`src/rtl/mem_bus_arbiter_pkg.sv`:
```
// Shared definitions for the instruction/data memory bus arbiter.
package mem_bus_arbiter_pkg;

    localparam int BIT_WIDTH = 32;

    typedef logic [1:0] size_t;

    localparam size_t SZ_WORD = 2'b00;
    localparam size_t SZ_HALF = 2'b01;
    localparam size_t SZ_BYTE = 2'b10;

    typedef enum logic [1:0] {
        IDLE   = 2'b00,
        I_BUSY = 2'b01,
        D_BUSY = 2'b10,
        ACK    = 2'b11
    } state_t;

endpackage

```
`src/rtl/mem_bus_arbiter_if.sv`:
```
// Requester-side and memory-side signals of the arbiter.
// The slave modport is the arbiter's view; master is the environment's view.
interface mem_bus_arbiter_if #(
    parameter int BIT_WIDTH = mem_bus_arbiter_pkg::BIT_WIDTH
);
    import mem_bus_arbiter_pkg::*;

    logic                 I_REQ;
    logic [BIT_WIDTH-1:0] IAD;
    logic [BIT_WIDTH-1:0] IDT;
    logic                 ACKI_n;

    logic                 MREQ;
    logic                 WRITE;
    size_t                SIZE;
    logic [BIT_WIDTH-1:0] DAD;
    logic [BIT_WIDTH-1:0] D_WDT;
    logic [BIT_WIDTH-1:0] D_RDT;
    logic                 ACKD_n;

    logic                 M_MREQ;
    logic                 M_WRITE;
    size_t                M_SIZE;
    logic [BIT_WIDTH-1:0] M_AD;
    logic [BIT_WIDTH-1:0] M_WDT;
    logic [BIT_WIDTH-1:0] M_RDT;
    logic                 M_ACK_n;

    modport slave (
        input  I_REQ, IAD, MREQ, WRITE, SIZE, DAD, D_WDT, M_RDT, M_ACK_n,
        output IDT, ACKI_n, D_RDT, ACKD_n,
               M_MREQ, M_WRITE, M_SIZE, M_AD, M_WDT
    );

    modport master (
        output I_REQ, IAD, MREQ, WRITE, SIZE, DAD, D_WDT, M_RDT, M_ACK_n,
        input  IDT, ACKI_n, D_RDT, ACKD_n,
               M_MREQ, M_WRITE, M_SIZE, M_AD, M_WDT
    );

endinterface

```
`src/rtl/mem_arb_grant.sv`:
```
// Grant decision between fetch and data requests, with a starvation guard
// that hands the bus to a waiting fetch after DSTARVE_MAX data grants.
module mem_arb_grant #(
    parameter int DSTARVE_MAX = 4
) (
    input  logic clk,
    input  logic rst,
    input  logic idle,
    input  logic i_req,
    input  logic d_req,
    output logic grant_i,
    output logic grant_d
);
    import mem_bus_arbiter_pkg::*;

    localparam int STREAK_W = $clog2(DSTARVE_MAX + 1);
    localparam logic [STREAK_W-1:0] STREAK_MAX = STREAK_W'(DSTARVE_MAX);

    logic [STREAK_W-1:0] d_streak;
    logic                starve;

    assign starve  = i_req && (d_streak == STREAK_MAX);
    assign grant_d = idle && d_req && !starve;
    assign grant_i = idle && i_req && !grant_d;

    // Count back-to-back data grants that happened while a fetch was waiting.
    always_ff @(posedge clk) begin
        if (!rst) begin
            d_streak <= '0;
        end else if (grant_d) begin
            if (!i_req) begin
                d_streak <= '0;
            end else if (d_streak != STREAK_MAX) begin
                d_streak <= d_streak + STREAK_W'(1);
            end
        end else if (grant_i) begin
            d_streak <= '0;
        end
    end

endmodule

```
`src/rtl/mem_bus_arbiter.sv`:
```
// Arbitrates a fetch port and a data port onto one unified memory bus.
// Each transaction runs IDLE -> BUSY (until memory acks) -> ACK -> IDLE.
module mem_bus_arbiter #(
    parameter int BIT_WIDTH   = mem_bus_arbiter_pkg::BIT_WIDTH,
    parameter int DSTARVE_MAX = 4
) (
    input  logic               clk,
    input  logic               rst,
    mem_bus_arbiter_if.slave   bus
);
    import mem_bus_arbiter_pkg::*;

    localparam logic [BIT_WIDTH-1:0] ZERO_WORD = '0;

    state_t state;
    logic   in_idle;
    logic   grant_i;
    logic   grant_d;

    assign in_idle = (state == IDLE);

    mem_arb_grant #(
        .DSTARVE_MAX (DSTARVE_MAX)
    ) u_grant (
        .clk     (clk),
        .rst     (rst),
        .idle    (in_idle),
        .i_req   (bus.I_REQ),
        .d_req   (bus.MREQ),
        .grant_i (grant_i),
        .grant_d (grant_d)
    );

    // Transaction FSM; every bus-facing output is a register updated here.
    always_ff @(posedge clk) begin
        if (!rst) begin
            state       <= IDLE;
            bus.M_MREQ  <= 1'b0;
            bus.M_WRITE <= 1'b0;
            bus.M_SIZE  <= SZ_WORD;
            bus.M_AD    <= ZERO_WORD;
            bus.M_WDT   <= ZERO_WORD;
            bus.ACKI_n  <= 1'b1;
            bus.ACKD_n  <= 1'b1;
            bus.IDT     <= ZERO_WORD;
            bus.D_RDT   <= ZERO_WORD;
        end else begin
            case (state)
                IDLE: begin
                    bus.ACKI_n <= 1'b1;
                    bus.ACKD_n <= 1'b1;
                    if (grant_d) begin
                        state       <= D_BUSY;
                        bus.M_MREQ  <= 1'b1;
                        bus.M_WRITE <= bus.WRITE;
                        bus.M_SIZE  <= bus.SIZE;
                        bus.M_AD    <= bus.DAD;
                        bus.M_WDT   <= bus.WRITE ? bus.D_WDT : ZERO_WORD;
                    end else if (grant_i) begin
                        state       <= I_BUSY;
                        bus.M_MREQ  <= 1'b1;
                        bus.M_WRITE <= 1'b0;
                        bus.M_SIZE  <= SZ_WORD;
                        bus.M_AD    <= bus.IAD;
                        bus.M_WDT   <= ZERO_WORD;
                    end
                end
                I_BUSY: begin
                    if (!bus.M_ACK_n) begin
                        state      <= ACK;
                        bus.M_MREQ <= 1'b0;
                        bus.IDT    <= bus.M_RDT;
                        bus.ACKI_n <= 1'b0;
                    end
                end
                D_BUSY: begin
                    if (!bus.M_ACK_n) begin
                        state      <= ACK;
                        bus.M_MREQ <= 1'b0;
                        bus.ACKD_n <= 1'b0;
                        if (!bus.M_WRITE) begin
                            bus.D_RDT <= bus.M_RDT;
                        end
                    end
                end
                ACK: begin
                    state      <= IDLE;
                    bus.M_MREQ <= 1'b0;
                    bus.ACKI_n <= 1'b1;
                    bus.ACKD_n <= 1'b1;
                end
                default: begin
                    state <= IDLE;
                end
            endcase
        end
    end

endmodule

```
`src/flat_wrapper.sv`:
```
// flat-port wrapper written by rule: the top's interface ports become plain ports
module mem_bus_arbiter_flat import mem_bus_arbiter_pkg::*;
#(
    parameter int BIT_WIDTH   = mem_bus_arbiter_pkg::BIT_WIDTH,
    parameter int DSTARVE_MAX = 4
)
  (clk, rst, bus_I_REQ, bus_IAD, bus_MREQ, bus_WRITE, bus_SIZE, bus_DAD, bus_D_WDT, bus_M_RDT, bus_M_ACK_n, bus_IDT, bus_ACKI_n, bus_D_RDT, bus_ACKD_n, bus_M_MREQ, bus_M_WRITE, bus_M_SIZE, bus_M_AD, bus_M_WDT);
  mem_bus_arbiter_if #(.BIT_WIDTH(BIT_WIDTH)) bus_i ();
  input  logic clk;
  input  logic rst;
  input wire logic [$bits(bus_i.I_REQ)-1:0] bus_I_REQ;
  input wire logic [$bits(bus_i.IAD)-1:0] bus_IAD;
  input wire logic [$bits(bus_i.MREQ)-1:0] bus_MREQ;
  input wire logic [$bits(bus_i.WRITE)-1:0] bus_WRITE;
  input wire logic [$bits(bus_i.SIZE)-1:0] bus_SIZE;
  input wire logic [$bits(bus_i.DAD)-1:0] bus_DAD;
  input wire logic [$bits(bus_i.D_WDT)-1:0] bus_D_WDT;
  input wire logic [$bits(bus_i.M_RDT)-1:0] bus_M_RDT;
  input wire logic [$bits(bus_i.M_ACK_n)-1:0] bus_M_ACK_n;
  output wire logic [$bits(bus_i.IDT)-1:0] bus_IDT;
  output wire logic [$bits(bus_i.ACKI_n)-1:0] bus_ACKI_n;
  output wire logic [$bits(bus_i.D_RDT)-1:0] bus_D_RDT;
  output wire logic [$bits(bus_i.ACKD_n)-1:0] bus_ACKD_n;
  output wire logic [$bits(bus_i.M_MREQ)-1:0] bus_M_MREQ;
  output wire logic [$bits(bus_i.M_WRITE)-1:0] bus_M_WRITE;
  output wire logic [$bits(bus_i.M_SIZE)-1:0] bus_M_SIZE;
  output wire logic [$bits(bus_i.M_AD)-1:0] bus_M_AD;
  output wire logic [$bits(bus_i.M_WDT)-1:0] bus_M_WDT;
  assign bus_i.I_REQ = bus_I_REQ;
  assign bus_i.IAD = bus_IAD;
  assign bus_i.MREQ = bus_MREQ;
  assign bus_i.WRITE = bus_WRITE;
  assign bus_i.SIZE = bus_SIZE;
  assign bus_i.DAD = bus_DAD;
  assign bus_i.D_WDT = bus_D_WDT;
  assign bus_i.M_RDT = bus_M_RDT;
  assign bus_i.M_ACK_n = bus_M_ACK_n;
  assign bus_IDT = bus_i.IDT;
  assign bus_ACKI_n = bus_i.ACKI_n;
  assign bus_D_RDT = bus_i.D_RDT;
  assign bus_ACKD_n = bus_i.ACKD_n;
  assign bus_M_MREQ = bus_i.M_MREQ;
  assign bus_M_WRITE = bus_i.M_WRITE;
  assign bus_M_SIZE = bus_i.M_SIZE;
  assign bus_M_AD = bus_i.M_AD;
  assign bus_M_WDT = bus_i.M_WDT;
  mem_bus_arbiter #(.BIT_WIDTH(BIT_WIDTH), .DSTARVE_MAX(DSTARVE_MAX)) u_core (.clk(clk), .rst(rst), .bus(bus_i));
endmodule
```
`config.mk`:
```
export PLATFORM = sky130hd
export DESIGN_NAME = mem_bus_arbiter_flat
export DESIGN_NICKNAME = d
export VERILOG_FILES = /design/src/rtl/mem_bus_arbiter_pkg.sv /design/src/rtl/mem_bus_arbiter_if.sv /design/src/rtl/mem_arb_grant.sv /design/src/rtl/mem_bus_arbiter.sv /design/src/flat_wrapper.sv
export SDC_FILE = /design/constraint.sdc
export NUM_CORES = 1
export LEC_CHECK = 0
export CORE_ASPECT_RATIO = 0.8
export CORE_MARGIN = 4
export CORE_UTILIZATION = 40
export DETAILED_ROUTE_END_ITERATION = 10
export HOLD_SLACK_MARGIN = 0.05
export PLACE_DENSITY = 0.9
export SLEW_MARGIN = 20
export SYNTH_ARGS = -nofsm -noshare
export SYNTH_HDL_FRONTEND = slang
export SYNTH_SLANG_ARGS = --single-unit
```
`constraint.sdc`:
```
create_clock -name clk -period 2 [get_ports clk]
set_clock_uncertainty 0.2 [all_clocks]
set_input_delay 0.4 -clock clk [delete_from_list [all_inputs] [get_ports clk]]
set_output_delay 0.4 -clock clk [all_outputs]
set_load 0.05 [all_outputs]
```
* Yosys cells after proc, flatten, opt, wreduce, memory -nomap -nowiden *
Index checks and enable logic that the tools add are counted.

storage, ports and cells
  word-level logic and storage cells = 67
  register bits = 139
  input bits = 136

cells by class
  $add $sub $neg = 1
  multiplexer cells = 23
  reductions and logical operators = 20
  bitwise logic cells = 2
  eq/ne operators = 10

operators with widths
  kind                                                    number
  2-to-1 mux 32 bit                                       5
  2-to-1 mux 3 bit                                        4
  AND reduction 2 bit                                     6
  2-to-1 mux 2 bit                                        5
  inequality test 2 bit (second input constant)           3
  case mux 2 bit (3 select lines)                         1
  nonzero test 2 bit                                      3
  logical AND 1 bit                                       5
  2-to-1 mux 1 bit                                        5
  equality test 2 bit (second input constant)             2
  case mux 1 bit (2 select lines)                         2
  OR reduction 2 bit                                      2
  adder 3 x 1 -> 3 bit (second input constant)            1
  equality test 3 bit (second input constant)             1
  inequality test 3 x 1 -> 1 bit (second input constant)  1
  inequality test 3 x 2 -> 1 bit (second input constant)  1
  inequality test 3 bit (second input constant)           1
  case mux 1 bit (3 select lines)                         1
  AND reduction 3 bit                                     1
  equality test 2 x 1 -> 1 bit (second input constant)    1
  logical NOT 1 bit                                       2
  logical NOT 2 bit                                       1
  NOT 1 bit                                               2

* Longest topological paths before layout *
Gate-level depths: netlist of the first run.

  depth in word-level cells = 9
  depth in mapped cells = 7

* Hierarchy *
A second synthesis of the first run with hierarchy kept.

unflattened totals
  cells, all modules = 599
  area, all modules = 5302.6 sq um

modules (own cells, without submodules)
  module           area an instance (sq um)  instances  cells an instance
  mem_bus_arbiter  5109.9                    1          575
  mem_arb_grant    192.7                     1          24

* Worst setup path before layout of the first run *
Ideal clock, no wire load.

  path kind = reg2reg
  start point = register u_core.state[0]
  end point = register u_core.state[1]
  stages on the path, launching flop included = 6
  setup time = 119 ps
  slack = 245 ps
  data required time = 1681 ps
  arrival = 1437 ps
  path through = dfxtp_1 inv_1 ha_1 or3b_1 and2_4 o221a_1

on the way
  cells in the longest elaborated chain, start to end = 7
  elaborated cells on any way between the ends = 15
  classes of those cells = 5 x eq/ne; 2 x mux; 8 x reduce/logical

ends and longest elaborated chain
  element                                          line                                          source
  start: declaration                               mem_bus_arbiter.sv:15                         state_t state;
  start signal: assignment                         mem_bus_arbiter.sv:37                         state <= IDLE;
  start signal: assignment                         mem_bus_arbiter.sv:53                         state <= D_BUSY;
  start signal: assignment                         mem_bus_arbiter.sv:60                         state <= I_BUSY;
  logical NOT 2 bit                                mem_bus_arbiter.sv:20, mem_bus_arbiter.sv:48
  logical AND 1 bit (2 in series)                  mem_arb_grant.sv:23                           assign grant_d = idle && d_req && !starve;
  logical NOT 1 bit                                mem_arb_grant.sv:24                           assign grant_i = idle && i_req && !grant_d;
  logical AND 1 bit                                mem_arb_grant.sv:24
  inequality test 3 x 1 -> 1 bit (no source line)  -
  AND reduction 2 bit (no source line)             -

Several ways; a longest one is shown, not always the timed one.
A chain may end at the register's enable or synchronous reset.

* Worst setup path in the final report of the first run *
  start point = register u_core.state[1]
  end point = register u_core.bus.M_AD[19] in the netlist's numbering

on the way
  cells in the longest elaborated chain, start to end = 7
  elaborated cells on any way between the ends = 9
  classes of those cells = 1 x mux; 8 x reduce/logical

ends and longest elaborated chain
  element                               line                                          source
  logical NOT 2 bit (*)                 mem_bus_arbiter.sv:20, mem_bus_arbiter.sv:48
  logical AND 1 bit (2 in series)       mem_arb_grant.sv:23
  logical NOT 1 bit                     mem_arb_grant.sv:24
  logical AND 1 bit                     mem_arb_grant.sv:24
  nonzero test 2 bit (no source line)   -
  AND reduction 2 bit (no source line)  -
  end signal: assignment                mem_bus_arbiter.sv:57                         bus.M_AD <= bus.DAD;
  end signal: assignment                mem_bus_arbiter.sv:64                         bus.M_AD <= bus.IAD;
  end: declaration                      mem_bus_arbiter_if.sv:32                      M_MREQ, M_WRITE, M_SIZE, M_AD, M_WDT

Every way passes the cells marked *; elsewhere a longest branch is shown, timed or not.

==> results of run 1 <==
==> logic make-up after synthesis <==
| kind of cell | Yosys count | share of synthesized area (%) |
|---|---|---|
| buffers and inverters | 68 | 5.54 |
| AND/OR/NAND/NOR | 218 | 17.0 |
| flip-flops | 139 | 51.6 |
| adder cells (fa/ha/maj) | 6 | 1.39 |
| AO/OA/AOI/OAI | 245 | 24.5 |
==> power by group <==
group	switching (uW)	total, uW	internal [uW]
Sequential	252	3500	3240
Combinational	3230	4920	1690
Clock	1210	3330	2120
Total	4690	11700	7060
==> final timing paths <==
check	startpoint	to	slack (ps)	cells after the start
worst min register to register	u_core.bus.IDT[26]	u_core.bus.IDT[26]	250	2
worst max register to register	u_core.state[1]	u_core.bus.M_AD[19]	110	7
worst max-delay path	u_core.state[1]	u_core.bus.M_AD[19]	110	7
worst min-delay path	rst	u_core.u_grant.d_streak[2]	170	3
==> area by class of cell <==
type,instances,area [um2]
repair buffers,290,2690
diodes,1,2.50
inverters,7,26.3
clock inverters,14,194
flip-flops and latches,139,2780
well taps,175,219
multi-input cells,469,2340
fillers,1038,4370
clock buffers,18,439
==> sequential cells by signal, indices dropped and copies added (netlist names), 2 cells and up <==
name and cells:
u_core.bus.M_AD 32, u_core.bus.M_WDT 32, u_core.state 2, u_core.u_grant.d_streak 3
u_core.bus.IDT 32, u_core.bus.M_SIZE 2, u_core.bus.D_RDT 32
==> metrics by stage <==
stage	setup TNS, ps	instance area, um2
floorplan	0	5400
global route	0	8690
CTS	0	8680
global placement	0	8050
detailed placement	-97.6	8050
finish	0	8690
==> worst register-to-register path, cell delays in order (launching register included) <==
cell	delay (ps)
dfxtp_1	370
inv_1	90
ha_1	210
buf_4	170
and2_2	220
buf_12	180
a31oi_2	250
a21oi_1	90
==> cells in the mapped netlist, types with 2 or more instances <==
cell,n
o211ai_1,2
clkbuf_2,2
buf_1,2
inv_1,6
o21ai_0,96
or3b_1,2
o21a_1,2
nor2_1,2
nand2_1,168
a21oi_1,103
clkbuf_1,33
dfxtp_1,139
a32oi_1,2
a31oi_1,32
nand4_1,2
a21bo_2,2
buf_2,21
nand3_1,34
ha_1,6
buf_4,2
==> metal layers <==
metal  global-route usage (%)  routed length (um)  up-vias
li1                         -                   -     2828
met1                     25.9                7150     2726
met2                     36.2                8630      263
met3                     9.12                1790       31
met4                     7.18                 378        0
met5                        0                   0        -
==> out/qor.csv, run 1 <==
stage;metric;value;unit
cts;clock_tree.root_cell;clkbuf_16;
cts;tritoncts;built;
cts;cts_setup_buffers;0;
logic_synthesis;ys.flop_type;dfxtp_1;
power;leakage;0.00347;uW
cts;clkTransAtPathRegs;60;ps
cts;cts_max_level;4;
sta;layout_min_cycle_time;1890;ps
logic_synthesis;netlist_area;5400;um2
floorplan;start_util;41.3;%
sta;worst_slew_margin_relative_to_its_limit;75.1;%
sta;slew_viol_final;0;
floorplan;core_area;13100;um2
power;worst_ir_drop_on_vdd;891;uV
sta;final_critical_path_setup_slack;112;ps
routing;ant_nets;0;
global_routing;antenna_found_initial;1;
sta;holdWs;171;ps
critical_path;critPathRequiredTime;2100;ps
routing;viasPerCell;5.25;
logic_synthesis;synth-async-reset-ratio;0;%
sta;final_hold_viol_count;0;
global_routing;gr-total-overflow;0;
global_routing;global_route_wire_length_before_repair;27500;um
final_layout;post-route-util;66.6;%
cts;clock_tree.buffer_depth;2;
logic_synthesis;synth_nets;818;
critical_path;worst_path_largest_cell_delay;370;ps
logic_synthesis;syn_inst_count;676;
floorplan;top_level_ports;270;
logic_synthesis;synth.avg_cell_area;7.98;um2
critical_path;standard_cell_with_the_maximum_stage_delay_on_the_critical_path;dfxtp_1;
cts;numCtsBuffers;17;
critical_path;critical_path_arrival;1980;ps
routing;detailedRoute.firstPassIterationCount;5;
placed_design;dp_worst_setup_slack;-22.1;ps
logic_synthesis;synth-warning-count;0;
run;maxCapViolations;0;
sta;clock.fmax;530;MHz
power;power.density;1350;nW/um2
routing;post_drt_wl_per_cell;16.1;um
final_layout;layout.cells.most_common;nand2_1;
critical_path;path_cells;inv_1, ha_1, buf_4, and2_2, buf_12, a31oi_2, a21oi_1;
critical_path;worstSetupEndpointType;flop;
logic_synthesis;synth_top_area_share;51.6;%
placed_design;place_hpwl;12200;um
final_layout;mostFrequentLayoutCells;168 x nand2_1, 141 x buf_4, 139 x dfxtp_1, 134 x clkdlybuf4s50_1, 103 x a21oi_1;
critical_path;timing.critical_path.from_type;flop;
critical_path;cp_num_buf_inv;3;
final_layout;layout_cells_sized_above_1;21.2;%
floorplan;die_span_in_x;138;um
logic_synthesis;synth-edff-count;0;
placed_design;routabilityCongestion;0.814;
logic_synthesis;synth_largest_area_cell;dfxtp_1;
global_routing;groute.usage.overall;22.0;%
placed_design;buffer_ports.inserted;269;
sta;worst-slew-pin-transition;374;ps
final_layout;finalNonFillerCells;1113;
logic_synthesis;ys_seq_area_share;51.6;%
critical_path;path_class;flop to flop;
cts;clk-insertion-delay-late;410;ps
floorplan;area_enclosed_by_the_die_boundary;15400;um2
final_layout;areaGrowthSynthToFinish;61.0;%
critical_path;biggest_fanout_along_the_worst_timing_path;34;
global_routing;grt_start_max_net_pins;68;
routing;detailedRoute.firstIterationViolations;330;
worst_hold_path;timing.hold.worst.class;primary input to flop;
cts;cts_hold_buf;0;
routing;routed-via-count;5848;
placed_design;place_inst;1080;
logic_synthesis;synth.lib_cells_used.distinct;38;
sta;rsz0062_at_grt;false;
sta;setup-violations-final;0;
final_layout;fin_nets;1066;
cts;clkSinkCount;139;
logic_synthesis;synth_register_bits;139;
cts;cts_repair_resize_count;0;
logic_synthesis;largest_cells_by_area_after_synthesis;dfxtp_1 52%, nand2_1 12%, a21oi_1 9.6%;
floorplan;die_h;112;um
floorplan;std_cell_rows;37;
routing;drt_wl_total;17900;um
global_routing;grt_pass1_vias;5473;
status;run_status;complete, no violations;
routing;post_detailed_route_drc_marker_count;0;
sta;timing.final.crit_share;94.4;%
power;p_total;11700;uW
critical_path;timing.critical_path.max_delay_family;buffers and inverters;
No activity file was read; power rests on OpenSTA's default activity.
==> run 2, diff against run 1 <==
--- a/config.mk
+++ b/config.mk
@@ -7,10 +7,10 @@
 export LEC_CHECK = 0
 export CORE_ASPECT_RATIO = 0.8
 export CORE_MARGIN = 4
-export CORE_UTILIZATION = 40
+export CORE_UTILIZATION = 34
 export DETAILED_ROUTE_END_ITERATION = 10
 export HOLD_SLACK_MARGIN = 0.05
-export PLACE_DENSITY = 0.9
+export PLACE_DENSITY = 0.8
 export SLEW_MARGIN = 20
 export SYNTH_ARGS = -nofsm -noshare
 export SYNTH_HDL_FRONTEND = slang
==> run 2 against run 1 <==
  * Routed wire length is 0.53% higher
  * Fmax is 2.4% higher
  * Setup slack better by 44 ps
  * Total power stayed put
  * Count of clock-buffer cells in the layout is 1 lower
  * Combinational power is 1% lower
  * Final cell count is 3.1% higher
  * Non-clock buffer count stayed put
  * Critical path depth is 2 lower
  * Hold slack better by 82 ps
  * Register-to-register slack better by 40 ps
  * First-iteration DRC count is 1.5% higher
  * Critical path type unchanged
  * Critical endpoint is now u_core.state[1]
  * Largest cell class unchanged
  * Largest power group unchanged
==> out/qor.csv, run 2 (same netlist as run 1, synthesis figures left out) <==
stage;metric;value;unit;change
placed_design;buffer_ports.inserted;269;;unchanged
sta;timing.final.crit_share;92.2;%;-2.2 points
power;p_total;11700;uW;unchanged
power;leakage;0.00347;uW;+0.19%
sta;layout_min_cycle_time;1840;ps;-43.6 ps
critical_path;worst-r2r-setup-slack;160;ps;+40 ps
sta;worst-slew-pin-transition;383;ps;+9.61 ps
placed_design;routabilityCongestion;0.760;;-6.6%
power;share_clk_of_total_power;28.9;%;+0.5 points
critical_path;critical_path.reg2reg.startpoint;u_core.state[0];;
critical_path;biggest_fanout_along_the_worst_timing_path;5;;-85%
routing;viasPerCell;4.99;;-5.0%
critical_path;critPathRequiredTime;2090;ps;about the same
run;maxCapViolations;0;;unchanged
floorplan;core_area;15300;um2;+17%
critical_path;regToRegEndpoint;u_core.state[1];;
routing;detailedRoute.firstIterationViolations;335;;+1.5%
worst_hold_path;min_path_cells;2;;-1
floorplan;die_span_in_x;149;um;+8.0%
sta;holdWs;253;ps;+82.4 ps
final_layout;finalNonFillerCells;1148;;+3.1%
routing;routed-via-count;5733;;-2.0%
critical_path;critical_path_arrival;1940;ps;-40 ps
power;sw_frac_of_total;40.3;%;+0.39 points
global_routing;grt_pass1_vias;5402;;-1.3%
power;share_comb_of_total_power;41.4;%;-0.5 points
floorplan;area_enclosed_by_the_die_boundary;18000;um2;+16%
status;run_status;complete, no violations;;
cts;clkTransAtPathRegs;60;ps;about the same
placed_design;place_hpwl;12400;um;+1.7%
final_layout;number_of_fillers_in_the_final_layout;1410;;+36%
sta;clock.fmax;542;MHz;+2.4%
final_layout;multi_input_comb_area;2330;um2;-0.32%
sta;final_hold_viol_count;0;;unchanged
critical_path;timing.critical_path.from_type;flop;;
sta;rsz0062_at_grt;false;;
floorplan;std_cell_rows;40;;+8.1%
power;net_switching_power_of_the_design;4740;uW;+0.98%
worst_hold_path;timing.hold.worst.class;flop to flop;;
global_routing;global_route_wire_length_before_repair;27800;um;+1.1%
cts;clk-insertion-delay-late;400;ps;about the same
placed_design;place_inst;1115;;+3.2%
cts;clock_tree.buffer_depth;2;;unchanged
worst_hold_path;hold_path_startpoint;u_core.bus.IDT[2];;
power;worst_ir_drop_on_vdd;748;uV;-16%
routing;post_detailed_route_drc_marker_count;0;;unchanged
final_layout;layout_cells_sized_above_1;21.0;%;-0.21 points
final_layout;mostFrequentLayoutCells;168 x nand2_1, 142 x buf_4, 139 x dfxtp_1, 134 x clkdlybuf4s50_1, 103 x a21oi_1;;
sta;worst_slew_margin_relative_to_its_limit;74.4;%;-0.64 points
power;internal_power;7010;uW;-0.65%
sta;setup-violations-final;0;;unchanged
critical_path;path_cells;inv_1, ha_1, or3b_1, and2_4, o221a_1;;
routing;post_drt_wl_per_cell;15.7;um;-2.5%
worst_hold_path;min_to;u_core.bus.IDT[2];;
floorplan;top_level_ports;270;;unchanged
routing;drt_wl_total;18000;um;+0.53%
routing;ant_nets;0;;unchanged
cts;clkSinkCount;139;;unchanged
global_routing;gr-total-overflow;0;;unchanged
critical_path;worstSetupEndpointType;flop;;
cts;cts_max_level;4;;unchanged
critical_path;worst-r2r-cell-count;5;;-2
power;power.density;1350;nW/um2;-0.33%
floorplan;die_h;121;um;+7.9%
cts;cts_hold_buf;0;;unchanged
final_layout;area.sequential;2780;um2;unchanged
final_layout;areaGrowthSynthToFinish;61.5;%;
cts;tritoncts;built;;
final_layout;stdcell_area;8720;um2;+0.33%
global_routing;groute.usage.overall;19.1;%;-2.9 points
sta;slew_viol_final;0;;unchanged
placed_design;placed_cell_area;8080;um2;+0.39%
cts;cts_setup_buffers;0;;unchanged
critical_path;path_class;flop to flop;;
critical_path;standard_cell_with_the_maximum_stage_delay_on_the_critical_path;or3b_1;;
power;power_frac_seq;29.6;%;-0.2 points
final_layout;layout.cells.most_common;nand2_1;;
floorplan;start_util;35.4;%;-6.0 points
global_routing;antenna_found_initial;1;;unchanged
cts;clock_tree.root_cell;clkbuf_16;;
routing;detailedRoute.firstPassIterationCount;5;;unchanged
global_routing;grt_start_max_net_pins;73;;+7.4%
cts;numCtsBuffers;17;;unchanged
cts;cts_repair_resize_count;0;;unchanged
critical_path;worst_path_largest_cell_delay;420;ps;+50 ps
final_layout;fin_nets;1066;;unchanged
-- run 2: changes by cell type in the layout (fill, tap and decap cells not counted), sizes merged --
cell	delta
clkinvlp	-3
inv	+4
clkbuf	-1
-- run 2: final cells by class --
type,instances,share of cell area (%)
sequential,139,31.9
clock inverter,15,2.44
timing repair buffer,290,30.7
antenna,1,0.0287
clock buffer,17,4.88
multi-input combinational,469,26.8
tap,210,3.01
inverter,7,0.301
-- run 2: worst max-delay path: cells and delay by family (launching register included) --
kind	cells	cell delay, ps
fa+ha+maj	1	250
compound gates	1	230
buf+inv	1	120
simple gates	2	610
flops	1	310
-- run 2: worst max path at each step --
stage / depth (start not counted) / slack (ps) / startpoint / endpoint
floorplan: 5 / 240 / u_core.state[0] / u_core.state[1]
global placement: 4 / -60 / bus_MREQ / u_core.state[1]
detailed placement: 5 / -70 / bus_MREQ / u_core.bus.M_WDT[17]
CTS: 5 / 150 / u_core.state[0] / u_core.state[1]
global route: 6 / 50 / u_core.state[0] / u_core.bus.M_WDT[27]
finish: 5 / 160 / u_core.state[0] / u_core.state[1]
-- run 2: power groups by stage --
stage | clock (uW) | combinational, uW | sequential (uW)
after CTS | 3460 | 4890 | 3480
after detailed placement | 0 | 4880 | 3530
after global routing | 3610 | 5200 | 3540
final | 3400 | 4870 | 3480
after floorplan | 0 | 1640 | 5020
after global placement | 0 | 4830 | 3520
-- run 2: layer usage --
layer,track usage (%),vias to the layer above,share of wire [%]
met5,0,-,0
met4,6.17,0,2.1
met3,6.82,31,8.4
met2,31.3,221,47
met1,23.4,2657,42
li1,-,2824,-
-- run 2: metrics by stage --
stage          utilization (%)  setup slack (ps)  TNS, ps
6_report                  57.1               156        0
5_1_grt                   57.1              47.2        0
4_1_cts                   57.1               149        0
3_5_place_dp              52.9             -73.0    -1860
3_3_place_gp              52.9             -57.6     -257
2_1_floorplan                -               245        0
==> run 3, diff against run 2 <==
--- a/config.mk
+++ b/config.mk
@@ -5,7 +5,6 @@
 export SDC_FILE = /design/constraint.sdc
 export NUM_CORES = 1
 export LEC_CHECK = 0
-export CORE_ASPECT_RATIO = 0.8
 export CORE_MARGIN = 4
 export CORE_UTILIZATION = 34
 export DETAILED_ROUTE_END_ITERATION = 10
==> run 3 against run 2 <==
  * First-iteration DRC count decreased by 8.1%
  * Core utilization decreased by 0.46 points
  * Routed wire length increased by 0.18%
  * Global-route usage increased by 0.22 points
  * Sequential cell count unchanged
  * Count of clock-buffer cells in the layout increased by 1
  * Combinational power increased by 1%
  * Sequential power about the same
  * Clock power decreased by 10%
  * Fmax increased by 0.85%
  * Critical path type unchanged
  * Largest power group unchanged
==> out/qor.csv, run 3 (same netlist as run 1, synthesis figures left out) <==
stage;metric;value;unit;change
status;run_status;complete, no violations;;
sta;worst-slew-pin-transition;427;ps;+43.0 ps
power;worst_ir_drop_on_vdd;834;uV;+11%
floorplan;std_cell_rows;45;;+13%
global_routing;gr-total-overflow;0;;unchanged
run;maxCapViolations;0;;unchanged
sta;final_hold_viol_count;0;;unchanged
floorplan;start_util;35.1;%;-0.24 points
placed_design;place_hpwl;12800;um;+2.9%
cts;cts_setup_buffers;0;;unchanged
floorplan;die_span_in_x;134;um;-10%
final_layout;areaGrowthSynthToFinish;61.3;%;
critical_path;timing.critical_path.from_type;flop;;
critical_path;worstSetupEndpointType;flop;;
cts;clk-insertion-delay-late;410;ps;about the same
floorplan;top_level_ports;270;;unchanged
cts;tritoncts;built;;
cts;cts_repair_resize_count;0;;unchanged
global_routing;grt_pass1_vias;5537;;+2.5%
global_routing;groute.usage.overall;19.3;%;+0.22 points
cts;cts_max_level;4;;unchanged
final_layout;layout_cells_sized_above_1;21.6;%;+0.59 points
sta;worst_slew_margin_relative_to_its_limit;71.6;%;-2.9 points
routing;detailedRoute.firstPassIterationCount;4;;-1
cts;clock_tree.root_cell;clkbuf_16;;
routing;detailedRoute.firstIterationViolations;308;;-8.1%
critical_path;critical_path_arrival;1930;ps;about the same
cts;clkTransAtPathRegs;60;ps;about the same
cts;clock_tree.buffer_depth;2;;unchanged
critical_path;critPathRequiredTime;2100;ps;about the same
routing;routed-via-count;5706;;-0.47%
floorplan;core_area;15400;um2;+0.70%
routing;ant_nets;0;;unchanged
cts;clkSinkCount;139;;unchanged
sta;rsz0062_at_grt;false;;
final_layout;number_of_fillers_in_the_final_layout;1394;;-1.1%
routing;post_detailed_route_drc_marker_count;0;;unchanged
final_layout;antennaDiodeCount;0;;-1
routing;viasPerCell;4.94;;-1.1%
sta;clock.fmax;547;MHz;+0.85%
cts;cts_hold_buf;0;;unchanged
power;leakage;0.00347;uW;about the same
power;power.density;1320;nW/um2;-2.2%
floorplan;area_enclosed_by_the_die_boundary;18000;um2;about the same
global_routing;grt_start_max_net_pins;71;;-2.7%
placed_design;routabilityCongestion;0.819;;+7.8%
cts;numCtsBuffers;17;;unchanged
global_routing;global_route_wire_length_before_repair;27800;um;-0.20%
routing;drt_wl_total;18100;um;+0.18%
sta;setup-violations-final;0;;unchanged
floorplan;die_h;134;um;+11%
placed_design;buffer_ports.inserted;269;;unchanged
final_layout;mostFrequentLayoutCells;168 x nand2_1, 149 x buf_4, 139 x dfxtp_1, 134 x clkdlybuf4s50_1, 103 x a21oi_1;;
critical_path;path_class;flop to flop;;
sta;timing.final.crit_share;91.4;%;-0.78 points
sta;total_negative_setup_slack;0;ps;unchanged
sta;slew_viol_final;0;;unchanged
final_layout;layout.cells.most_common;nand2_1;;
sta;holdWs;126;ps;-128 ps
sta;layout_min_cycle_time;1830;ps;-15.6 ps
critical_path;biggest_fanout_along_the_worst_timing_path;5;;unchanged
worst_hold_path;timing.hold.worst.class;primary input to flop;;
final_layout;fin_nets;1073;;+0.66%
global_routing;antenna_found_initial;0;;-1
routing;post_drt_wl_per_cell;15.6;um;-0.42%
==> run 3: worst paths after layout <==
| path | startpoint | end | slack [ps] | cells past startpoint |
|---|---|---|---|---|
| hold reg to reg | u_core.bus.IDT[29] | u_core.bus.IDT[29] | 250 | 2 |
| setup / recovery | u_core.state[0] | u_core.state[1] | 170 | 5 |
| hold / removal | rst | u_core.bus.M_WDT[14] | 130 | 3 |
| setup reg to reg | u_core.state[0] | u_core.state[1] | 170 | 5 |
==> run 3: layout make-up <==
| cell class | count | area, um2 | share of cell area (%) |
|---|---|---|---|
| multi-input cells | 469 | 2330 | 26.8 |
| flip-flops and latches | 139 | 2780 | 32.0 |
| well taps | 211 | 264 | 3.03 |
| clock inverters | 14 | 138 | 1.58 |
| clock buffers | 18 | 439 | 5.04 |
| repair buffers | 297 | 2730 | 31.3 |
| inverters | 7 | 26.3 | 0.302 |
==> run 3: report_power, final <==
| part | switching, uW | internal (uW) | leakage, uW |
|---|---|---|---|
| Clock | 1280 | 1770 | 0.000272 |
| Sequential | 243 | 3240 | 0.00113 |
| Combinational | 3240 | 1700 | 0.00207 |
==> run 3: worst max-delay path, cell delays in order, from the launching register on <==
cell     delay (ps)
dfxtp_1         310
inv_1           120
ha_1            270
or3b_1          410
and2_4          180
o221a_1         220
==> run 3: through the flow <==
stage / power, uW / cells / util [%] / instance area [um2] / worst slack [ps]
after global routing: 12000 / 1155 / 56.6 / 8710 / 24.6
after global placement: 8430 / 1123 / 52.9 / 8130 / -51.7
final: 11500 / 1155 / 56.6 / 8710 / 171
after CTS: 11600 / 1155 / 56.6 / 8710 / 158
after detailed placement: 8480 / 1123 / 52.9 / 8130 / -66.8
after floorplan: 6670 / 676 / - / 5400 / 245
==> run 3: routing by layer <==
| metal | track usage [%] | part of all wire (%) | vias to the layer above |
|---|---|---|---|
| met5 | 0 | 0 | - |
| met4 | 7.20 | 2.2 | 0 |
| met3 | 7.46 | 8.9 | 24 |
| met2 | 33.4 | 48 | 239 |
| met1 | 21.5 | 41 | 2601 |
| li1 | - | - | 2842 |
